<file path="src/rtl/mul_share_pkg.sv">
// Shared types, defaults and round-robin pick helper for the
// shared-multiplier arbiter.
package mul_share_pkg;

    localparam int DEF_NUM_REQ = 3;
    localparam int DEF_WIDTH   = 8;
    localparam int DEF_LATENCY = 2;
    localparam int DEF_ID_W    = 2;
    localparam int MAX_REQ     = 8;

    typedef struct packed {
        logic                   valid;
        logic [DEF_ID_W-1:0]    id;
        logic [2*DEF_WIDTH-1:0] prod;
    } stage_t;

    // Returns {found, idx}; search starts at ptr+1 and wraps modulo n.
    function automatic logic [3:0] rr_pick(
        input logic [MAX_REQ-1:0] valid_vec,
        input logic [2:0]         ptr,
        input int unsigned        n
    );
        logic [3:0]  res;
        int unsigned j;
        res = '0;
        for (int unsigned k = 1; k <= MAX_REQ; k++) begin
            j = 32'(ptr) + k;
            if (j >= n) j = j - n;
            if (k <= n && !res[3] && valid_vec[j[2:0]]) begin
                res = {1'b1, j[2:0]};
            end
        end
        return res;
    endfunction

endpackage

</file>
<file path="src/rtl/rr_arbiter.sv">
// Combinational round-robin arbiter: one-hot grant plus its index,
// searching from the requester after ptr.
module rr_arbiter
    import mul_share_pkg::*;
#(
    parameter int NUM_REQ = DEF_NUM_REQ,
    parameter int ID_W    = DEF_ID_W
) (
    input  logic [NUM_REQ-1:0] req,
    input  logic [ID_W-1:0]    ptr,
    input  logic               enable,
    output logic [NUM_REQ-1:0] grant,
    output logic [ID_W-1:0]    grant_idx
);

    logic [MAX_REQ-1:0] vec;
    logic [3:0]         pick;

    // Pick the next valid requester after ptr; gate grant with enable
    always_comb begin
        vec = '0;
        vec[NUM_REQ-1:0] = req;
        pick = rr_pick(vec, 3'(ptr), NUM_REQ);
        grant_idx = ID_W'(pick[2:0]);
        grant = '0;
        for (int i = 0; i < NUM_REQ; i++) begin
            grant[i] = enable && pick[3] && (pick[2:0] == 3'(i));
        end
    end

endmodule

</file>
<file path="src/rtl/mul_share_arbiter.sv">
// One pipelined unsigned multiplier shared round-robin among NUM_REQ
// requesters; results return tagged with the requester ID.
module mul_share_arbiter
    import mul_share_pkg::*;
#(
    parameter int NUM_REQ = DEF_NUM_REQ,
    parameter int WIDTH   = DEF_WIDTH,
    parameter int LATENCY = DEF_LATENCY,
    parameter int ID_W    = DEF_ID_W
) (
    input  logic                     clk,
    input  logic                     rst_n,
    input  logic [NUM_REQ-1:0]       req_valid,
    output logic [NUM_REQ-1:0]       req_ready,
    input  logic [NUM_REQ*WIDTH-1:0] req_a,
    input  logic [NUM_REQ*WIDTH-1:0] req_b,
    input  logic                     hold,
    output logic                     resp_valid,
    output logic [ID_W-1:0]          resp_id,
    output logic [2*WIDTH-1:0]       resp_data,
    output logic [2:0]               in_flight,
    output logic                     idle
);

    typedef struct packed {
        logic               valid;
        logic [ID_W-1:0]    id;
        logic [2*WIDTH-1:0] prod;
    } pipe_t;

    logic [NUM_REQ-1:0] grant;
    logic [ID_W-1:0]    grant_idx;
    logic [ID_W-1:0]    ptr_q, ptr_d;
    logic [2:0]         cnt_q, cnt_d;
    logic               issue;
    logic [WIDTH-1:0]   a_sel, b_sel;
    pipe_t              head_d;
    pipe_t              stg_q [LATENCY];

    rr_arbiter #(
        .NUM_REQ (NUM_REQ),
        .ID_W    (ID_W)
    ) u_arb (
        .req       (req_valid),
        .ptr       (ptr_q),
        .enable    (rst_n && !hold),
        .grant     (grant),
        .grant_idx (grant_idx)
    );

    assign req_ready = grant;
    assign issue     = |grant;

    // Select the winner's operands and form the full-width product
    always_comb begin
        a_sel = '0;
        b_sel = '0;
        for (int i = 0; i < NUM_REQ; i++) begin
            if (grant[i]) begin
                a_sel = req_a[i*WIDTH +: WIDTH];
                b_sel = req_b[i*WIDTH +: WIDTH];
            end
        end
        head_d.valid = issue;
        head_d.id    = grant_idx;
        head_d.prod  = {{WIDTH{1'b0}}, a_sel} * {{WIDTH{1'b0}}, b_sel};
    end

    // Next pointer and occupancy count
    always_comb begin
        ptr_d = issue ? grant_idx : ptr_q;
        cnt_d = cnt_q + 3'(issue) - 3'(resp_valid);
    end

    // Pointer and occupancy registers; requester 0 first after reset
    always_ff @(posedge clk) begin
        if (!rst_n) begin
            ptr_q <= ID_W'(NUM_REQ - 1);
            cnt_q <= '0;
        end else begin
            ptr_q <= ptr_d;
            cnt_q <= cnt_d;
        end
    end

    for (genvar s = 0; s < LATENCY; s++) begin : g_pipe
        pipe_t in_d;
        if (s == 0) begin : g_head
            assign in_d = head_d;
        end else begin : g_tail
            assign in_d = stg_q[s-1];
        end

        // Stage register; payload only moves with a valid op so the
        // last stage holds its result while idle
        always_ff @(posedge clk) begin
            if (!rst_n) begin
                stg_q[s] <= '0;
            end else begin
                stg_q[s].valid <= in_d.valid;
                if (in_d.valid) begin
                    stg_q[s].id   <= in_d.id;
                    stg_q[s].prod <= in_d.prod;
                end
            end
        end
    end

    assign resp_valid = stg_q[LATENCY-1].valid;
    assign resp_id    = stg_q[LATENCY-1].id;
    assign resp_data  = stg_q[LATENCY-1].prod;
    assign in_flight  = cnt_q;
    assign idle       = (cnt_q == 3'd0) && !(|req_valid);

endmodule

</file>
<file path="config.mk">
export PLATFORM = sky130hd
export DESIGN_NAME = mul_share_arbiter
export DESIGN_NICKNAME = d
export VERILOG_FILES = /design/src/rtl/mul_share_pkg.sv /design/src/rtl/rr_arbiter.sv /design/src/rtl/mul_share_arbiter.sv
export SDC_FILE = /design/constraint.sdc
export NUM_CORES = 1
export LEC_CHECK = 0
export ABC_AREA = 1
export CAP_MARGIN = 20
export CORE_AREA = 10 10 108 91
export DETAILED_ROUTE_END_ITERATION = 7
export DIE_AREA = 0 0 118 101
export DONT_BUFFER_PORTS = 1
export PLACE_DENSITY_LB_ADDON = 0.12
export SLEW_MARGIN = 20
export SYNTH_ARGS = -nofsm -noshare
export SYNTH_HDL_FRONTEND = slang
export SYNTH_SLANG_ARGS = --single-unit
</file>
<file path="constraint.sdc">
create_clock -name clk -period 7.74 [get_ports clk]
set_input_delay 1.161 -clock clk [delete_from_list [all_inputs] [get_ports clk]]
set_output_delay 1.161 -clock clk [all_outputs]
set_load 0.02 [all_outputs]
</file>
==> impl_metrics.env, run 1 <==
export IMPL_tightest_slew_ps=756
export IMPL_critical_path_slowest_cell="fa_1"
export IMPL_yosysUniqueCellTypes=34
export IMPL_synth_xor_area_share_pct=0.393
export IMPL_root_buffer="clkbuf_8"
export IMPL_fill_cells=701
export IMPL_multi_input_area_mm2=0.00275
export IMPL_route_detailed_drc=0
export IMPL_die_x_um=118
export IMPL_dpl_hpwl_um=7810
export IMPL_rsz0062_at_grt="false"
export IMPL_cp_arrival_ps=6590
export IMPL_p_leak_uw=0.00230
export IMPL_max_slew_margin_pct=49.5
export IMPL_die_y_um=101
export IMPL_cp_max_fo=42
export IMPL_synth_top_area_share_pct=24.2
export IMPL_yosysSeqAreaShare_pct=27.4
export IMPL_antenna_found_initial=0
export IMPL_fin_crit_ps=6540
export IMPL_grt_max_degree=43
export IMPL_fin_tns_setup_ps=0
export IMPL_final_cell_area_mm2=0.00460
export IMPL_placed_area_mm2=0.00452
export IMPL_critical_path_startpoint_type="register"
export IMPL_hold_worst_slack_ps=544
export IMPL_yosysWarnings=0
export IMPL_dieArea_mm2=0.0119
export IMPL_routed_via_density=5.31
export IMPL_max_freq_ghz=0.153
export IMPL_synth_fa_ha_area_share_pct=28.7
export IMPL_place_congestion=0.932
export IMPL_ir_drop_v=0.000182
export IMPL_crit_path_frequent_cell="nand2_1"
export IMPL_cts_tree="yes"
export IMPL_synth_top_area_cell="edfxtp_1"
export IMPL_hold_violations=0
export IMPL_endpoint_kind="register"
export IMPL_vias=3496
export IMPL_max_cap_violations=0
export IMPL_port_buffers=0
export IMPL_clock_path_buffers=2
export IMPL_synth_compound_area_share_pct=4.80
export IMPL_ios=80
export IMPL_skew_ps=10.4
export IMPL_numCtsBuffers=5
export IMPL_postLayoutCoreUtil_pct=59.9
export IMPL_synth_simple_area_share_pct=27.7
export IMPL_fin_nets=684
export IMPL_antennaDiodeCount=0
export IMPL_first_pass_iters=5
export IMPL_grt_usage_pct=16.5
export IMPL_path_clk_slew_ps=80
export IMPL_area_growth_pct=3.28
export IMPL_drtIter0Drc=244
export IMPL_slew_violations=0
export IMPL_post_cts_resized=0
export IMPL_core_area_mm2=0.00769
export IMPL_syn_cell_area_mm2=0.00446
export IMPL_synth_area_leaders="edfxtp_1 (24%), fa_1 (17%), ha_1 (12%)"
export IMPL_slowest_delay_ps=540
export IMPL_p_per_area_mw_per_mm2=316
export IMPL_ys_seq_elements=43
export IMPL_grt_pass1_wl_um=16500
export IMPL_gr_total_overflow=0
export IMPL_grt_pass1_vias=3551
export IMPL_synth_cells=555
export IMPL_finalWirelength_um=9430
export IMPL_cts_num_sinks=43
export IMPL_register_area_mm2=0.00122
export IMPL_clk_latency_ps=300
export IMPL_synth_top_family_by_area="adder cells"
export IMPL_start_util_pct=58.0
export IMPL_hp_class="reg -> reg"
export IMPL_path_class="reg -> reg"
export IMPL_drive_gt1_share_pct=8.35
export IMPL_num_rows=29
export IMPL_synth_avg_cell_area_um2=8.03
export IMPL_htreeDepth=2
export IMPL_period_share_pct=84.5
export IMPL_synthesis_nets=689
export IMPL_ant_nets=0
export IMPL_hold_buffers=0
export IMPL_wire_per_inst_um=14.3
export IMPL_setup_violations=0
export IMPL_worstPathRequired_ps=7790
export IMPL_cts_setup_buffers=0
export IMPL_outcome="completed"
export IMPL_synth_mux_area_share_pct=0
[flip-flops by register name, indices dropped and copies added, names as in the netlist]
signal / count
stg_q: 38
in_flight: 3
ptr_q: 2
[cells in the mapped netlist]
master / instances
a211oi_1: 1
a21o_1: 2
a21oi_1: 22
buf_2: 7
buf_4: 2
buf_6: 2
clkbuf_1: 2
clkinv_1: 1
dfxtp_1: 7
edfxtp_1: 36
fa_1: 37
ha_1: 43
inv_1: 95
inv_2: 12
inv_4: 1
nand2_1: 66
nand2_2: 14
nand2_4: 3
nand3_1: 65
nand3_2: 2
nand3b_4: 1
nand4_1: 2
nor2_1: 92
nor3_1: 2
o211ai_1: 1
o21ai_0: 12
o22ai_1: 1
o31ai_1: 1
or2_0: 3
or2_1: 12
or2_2: 5
or4_1: 1
xnor2_1: 1
xor2_1: 1
[path summary, 6_finish.rpt]
kind / startpoint / endpoint / slack [ps] / depth (start not counted)
max reg2reg: ptr_q[0] / stg_q[0][12] / 1200 / 31
min reg2reg: stg_q[0][8] / stg_q[1][8] / 540 / 2
max: ptr_q[0] / stg_q[0][12] / 1200 / 31
min: stg_q[0][8] / stg_q[1][8] / 540 / 2
[report_power, final]
group | switching (uW) | internal (uW) | total (uW)
sequential | 49.3 | 310 | 359
clock | 73.4 | 63.3 | 137
combinational | 670 | 290 | 960
[per-stage QoR]
step           worst slack [ps]  cells  power [uW]
2_1_floorplan              1830    555        1130
3_3_place_gp               1270    651        1300
3_5_place_dp               1110    651        1320
4_1_cts                    1200    659        1460
5_1_grt                     685    659        1620
6_report                   1200    659        1460
[area by class of cell]
cell class / instances / share of cell area, %
Multi-Input combinational cell: 390 / 59.6
Timing Repair Buffer: 1 / 0.163
Sequential cell: 43 / 26.5
Inverter: 109 / 8.94
Tap cell: 108 / 2.93
Clock inverter: 2 / 0.245
Clock buffer: 6 / 1.58
[critical path: cells and delay by family (launching register included)]
family          cells  cell delay [ps]
buf+inv             8              910
fa+ha+maj           6             2800
simple gates       13             1620
compound gates      4              540
flops               1              420
[logic make-up (layout without fill, tap and decap cells)]
logic type / count (synthesis) / count (layout)
adder cells (fa/ha/maj): 80 / 80
AND/OR/NAND/NOR: 268 / 268
AO/OA/AOI/OAI: 40 / 40
flip-flops: 43 / 43
XOR/XNOR: 2 / 2
buffers and inverters: 122 / 118
[cell usage in the layout, fill, tap and decap left out, types with 2 or more instances in the layout]
| cell | netlist | routed |
|---|---|---|
| inv_1 | 95 | 95 |
| edfxtp_1 | 36 | 36 |
| inv_4 | 1 | 2 |
| nand3_2 | 2 | 2 |
| or2_1 | 12 | 12 |
| or2_2 | 5 | 5 |
| nor2_1 | 92 | 92 |
| ha_1 | 43 | 43 |
| a21o_1 | 2 | 2 |
| inv_2 | 12 | 12 |
| nand3_1 | 65 | 65 |
| fa_1 | 37 | 37 |
| nand2_4 | 3 | 3 |
| nand2_2 | 14 | 14 |
| nor3_1 | 2 | 2 |
| o21ai_0 | 12 | 12 |
| or2_0 | 3 | 3 |
| nand4_1 | 2 | 2 |
| clkbuf_8 | 0 | 5 |
| a21oi_1 | 22 | 22 |
| dfxtp_1 | 7 | 7 |
| nand2_1 | 66 | 66 |
[per-layer routing]
layer  global-route usage [%]  wire length (um)  vias up
met5                        0                 0        -
met4                     3.42               104        0
met3                     3.19               497        8
met2                     29.0              4720       84
met1                     20.7              4120     1663
li1                         -                 -     1741
(Power assumes the default switching activity.)
==> run 2: changes to the inputs <==
Clock period 7.74 ns to 6.5 ns, I/O delays scaled along.
==> run 2 against run 1 <==
  * Die area stayed put
  * Global-route usage rose by 0.32 points
  * Combinational power increased by 27%
  * Final cell count rose by 1.1%
==> impl_metrics.env, run 2 (synthesis results as in run 1) <==
export IMPL_clock_path_buffers=2
export IMPL_drtIter0Drc=292
export IMPL_hold_worst_slack_ps=552
export IMPL_vias=3498
export IMPL_top_register="stg_q"
export IMPL_path_class="reg -> reg"
export IMPL_setup_violations=0
export IMPL_p_leak_uw=0.00232
export IMPL_ir_drop_v=0.000184
export IMPL_max_slew_margin_pct=49.5
export IMPL_start_util_pct=58.0
export IMPL_first_pass_iters=5
export IMPL_grt_max_degree=36
export IMPL_drive_gt1_share_pct=10.0
export IMPL_critical_path_slowest_cell="fa_1"
export IMPL_cts_tree="yes"
export IMPL_max_freq_ghz=0.165
export IMPL_slowest_delay_ps=550
export IMPL_skew_ps=5.21
export IMPL_rsz0062_at_grt="false"
export IMPL_critical_path_startpoint_type="register"
export IMPL_fin_tns_setup_ps=0
export IMPL_area_growth_pct=5.39
export IMPL_die_y_um=101
export IMPL_tightest_slew_ps=756
export IMPL_cp_max_fo=35
export IMPL_outcome="completed"
export IMPL_period_share_pct=93.2
export IMPL_dpl_hpwl_um=8120
export IMPL_cts_num_sinks=43
export IMPL_clk_latency_ps=300
export IMPL_grt_pass1_wl_um=16900
export IMPL_num_rows=29
export IMPL_finalWirelength_um=9790
export IMPL_antenna_found_initial=0
export IMPL_route_detailed_drc=0
export IMPL_mostFrequentLayoutCells="inv_1 (95), nor2_1 (92), nand2_1 (66), nand3_1 (65), ha_1 (42)"
export IMPL_core_area_mm2=0.00769
export IMPL_fin_nets=691
export IMPL_hold_violations=0
export IMPL_port_buffers=0
export IMPL_ant_nets=0
export IMPL_endpoint_kind="register"
export IMPL_hp_class="reg -> reg"
export IMPL_numCtsBuffers=5
export IMPL_layout_commonest_cell="inv_1"
export IMPL_grt_usage_pct=16.8
export IMPL_wire_per_inst_um=14.7
export IMPL_ios=80
export IMPL_fin_crit_ps=6060
export IMPL_max_cap_violations=0
export IMPL_die_x_um=118
export IMPL_path_clk_slew_ps=90
export IMPL_grt_pass1_vias=3569
export IMPL_slew_violations=0
export IMPL_worstPathRequired_ps=6550
export IMPL_dieArea_mm2=0.0119
export IMPL_largest_reg_flops=38
export IMPL_ff2ff_path_depth=29
export IMPL_p_per_area_mw_per_mm2=388
export IMPL_gr_total_overflow=0
export IMPL_antennaDiodeCount=0
export IMPL_hold_path_depth=2
export IMPL_cp_arrival_ps=6110
export IMPL_htreeDepth=2
export IMPL_root_buffer="clkbuf_8"
export IMPL_crit_path_frequent_cell="inv_1"
export IMPL_routed_via_density=5.25
export IMPL_place_congestion=0.980
==> run 2: routing by layer <==
metal  global-route usage [%]  up-vias  part of all wire [%]
met5                        0        -                     0
met4                     2.94        0                  0.78
met3                     2.74        6                   3.7
met2                     31.1       76                    52
met1                     20.4     1664                    43
li1                         -     1752                     -
==> run 2: path summary, 6_finish.rpt <==
check,start,endpoint,slack [ps]
hold / removal,stg_q[0][5],stg_q[1][5],550
hold reg to reg,stg_q[0][5],stg_q[1][5],550
setup / recovery,ptr_q[1],stg_q[0][12],440
setup reg to reg,ptr_q[1],stg_q[0][12],440
==> run 2: metrics by stage <==
| stage | instance area (um2) | setup slack (ps) | power [uW] | utilization, % | cells |
|---|---|---|---|---|---|
| 2_1_floorplan | 4460 | 774 | 1350 | - | 555 |
| 3_3_place_gp | 4570 | 373 | 1600 | 59.5 | 658 |
| 3_5_place_dp | 4570 | 232 | 1630 | 59.5 | 658 |
| 4_1_cts | 4670 | 219 | 1810 | 60.7 | 666 |
| 5_1_grt | 4700 | 25.2 | 2020 | 61.1 | 666 |
| 6_report | 4700 | 444 | 1820 | 61.1 | 666 |
==> run 2: worst max-delay path: cells and delay by family, from the launching register on <==
kind | cells | cell delay [ps]
buf+inv | 8 | 690
compound gates | 4 | 530
fa+ha+maj | 6 | 2690
simple gates | 11 | 1440
flops | 1 | 410
==> run 2: final cells by class <==
type                            count  area [um2]
Clock buffer                        5        68.8
Inverter                          109         414
Fill cell                         721        2990
Sequential cell                    43        1220
Tap cell                          108         135
Timing Repair Buffer                8        67.6
Clock inverter                      3        23.8
Multi-Input combinational cell    390        2770
==> run 2: repair_timing <==
| item | in CTS | in global routing |
|---|---|---|
| buffers inserted | 0 | 0 |
| resized for setup | 0 | 7 |
| endpoints found under the hold margin | 0 | 0 |
| hold buffers | 0 | 0 |
| endpoints found under the setup margin | 0 | 8 |
==> run 2: power breakdown <==
part / internal (uW) / switching, uW
Combinational: 389 / 828
Clock: 76.8 / 97.6
Sequential: 370 / 60.0
Total: 836 / 985
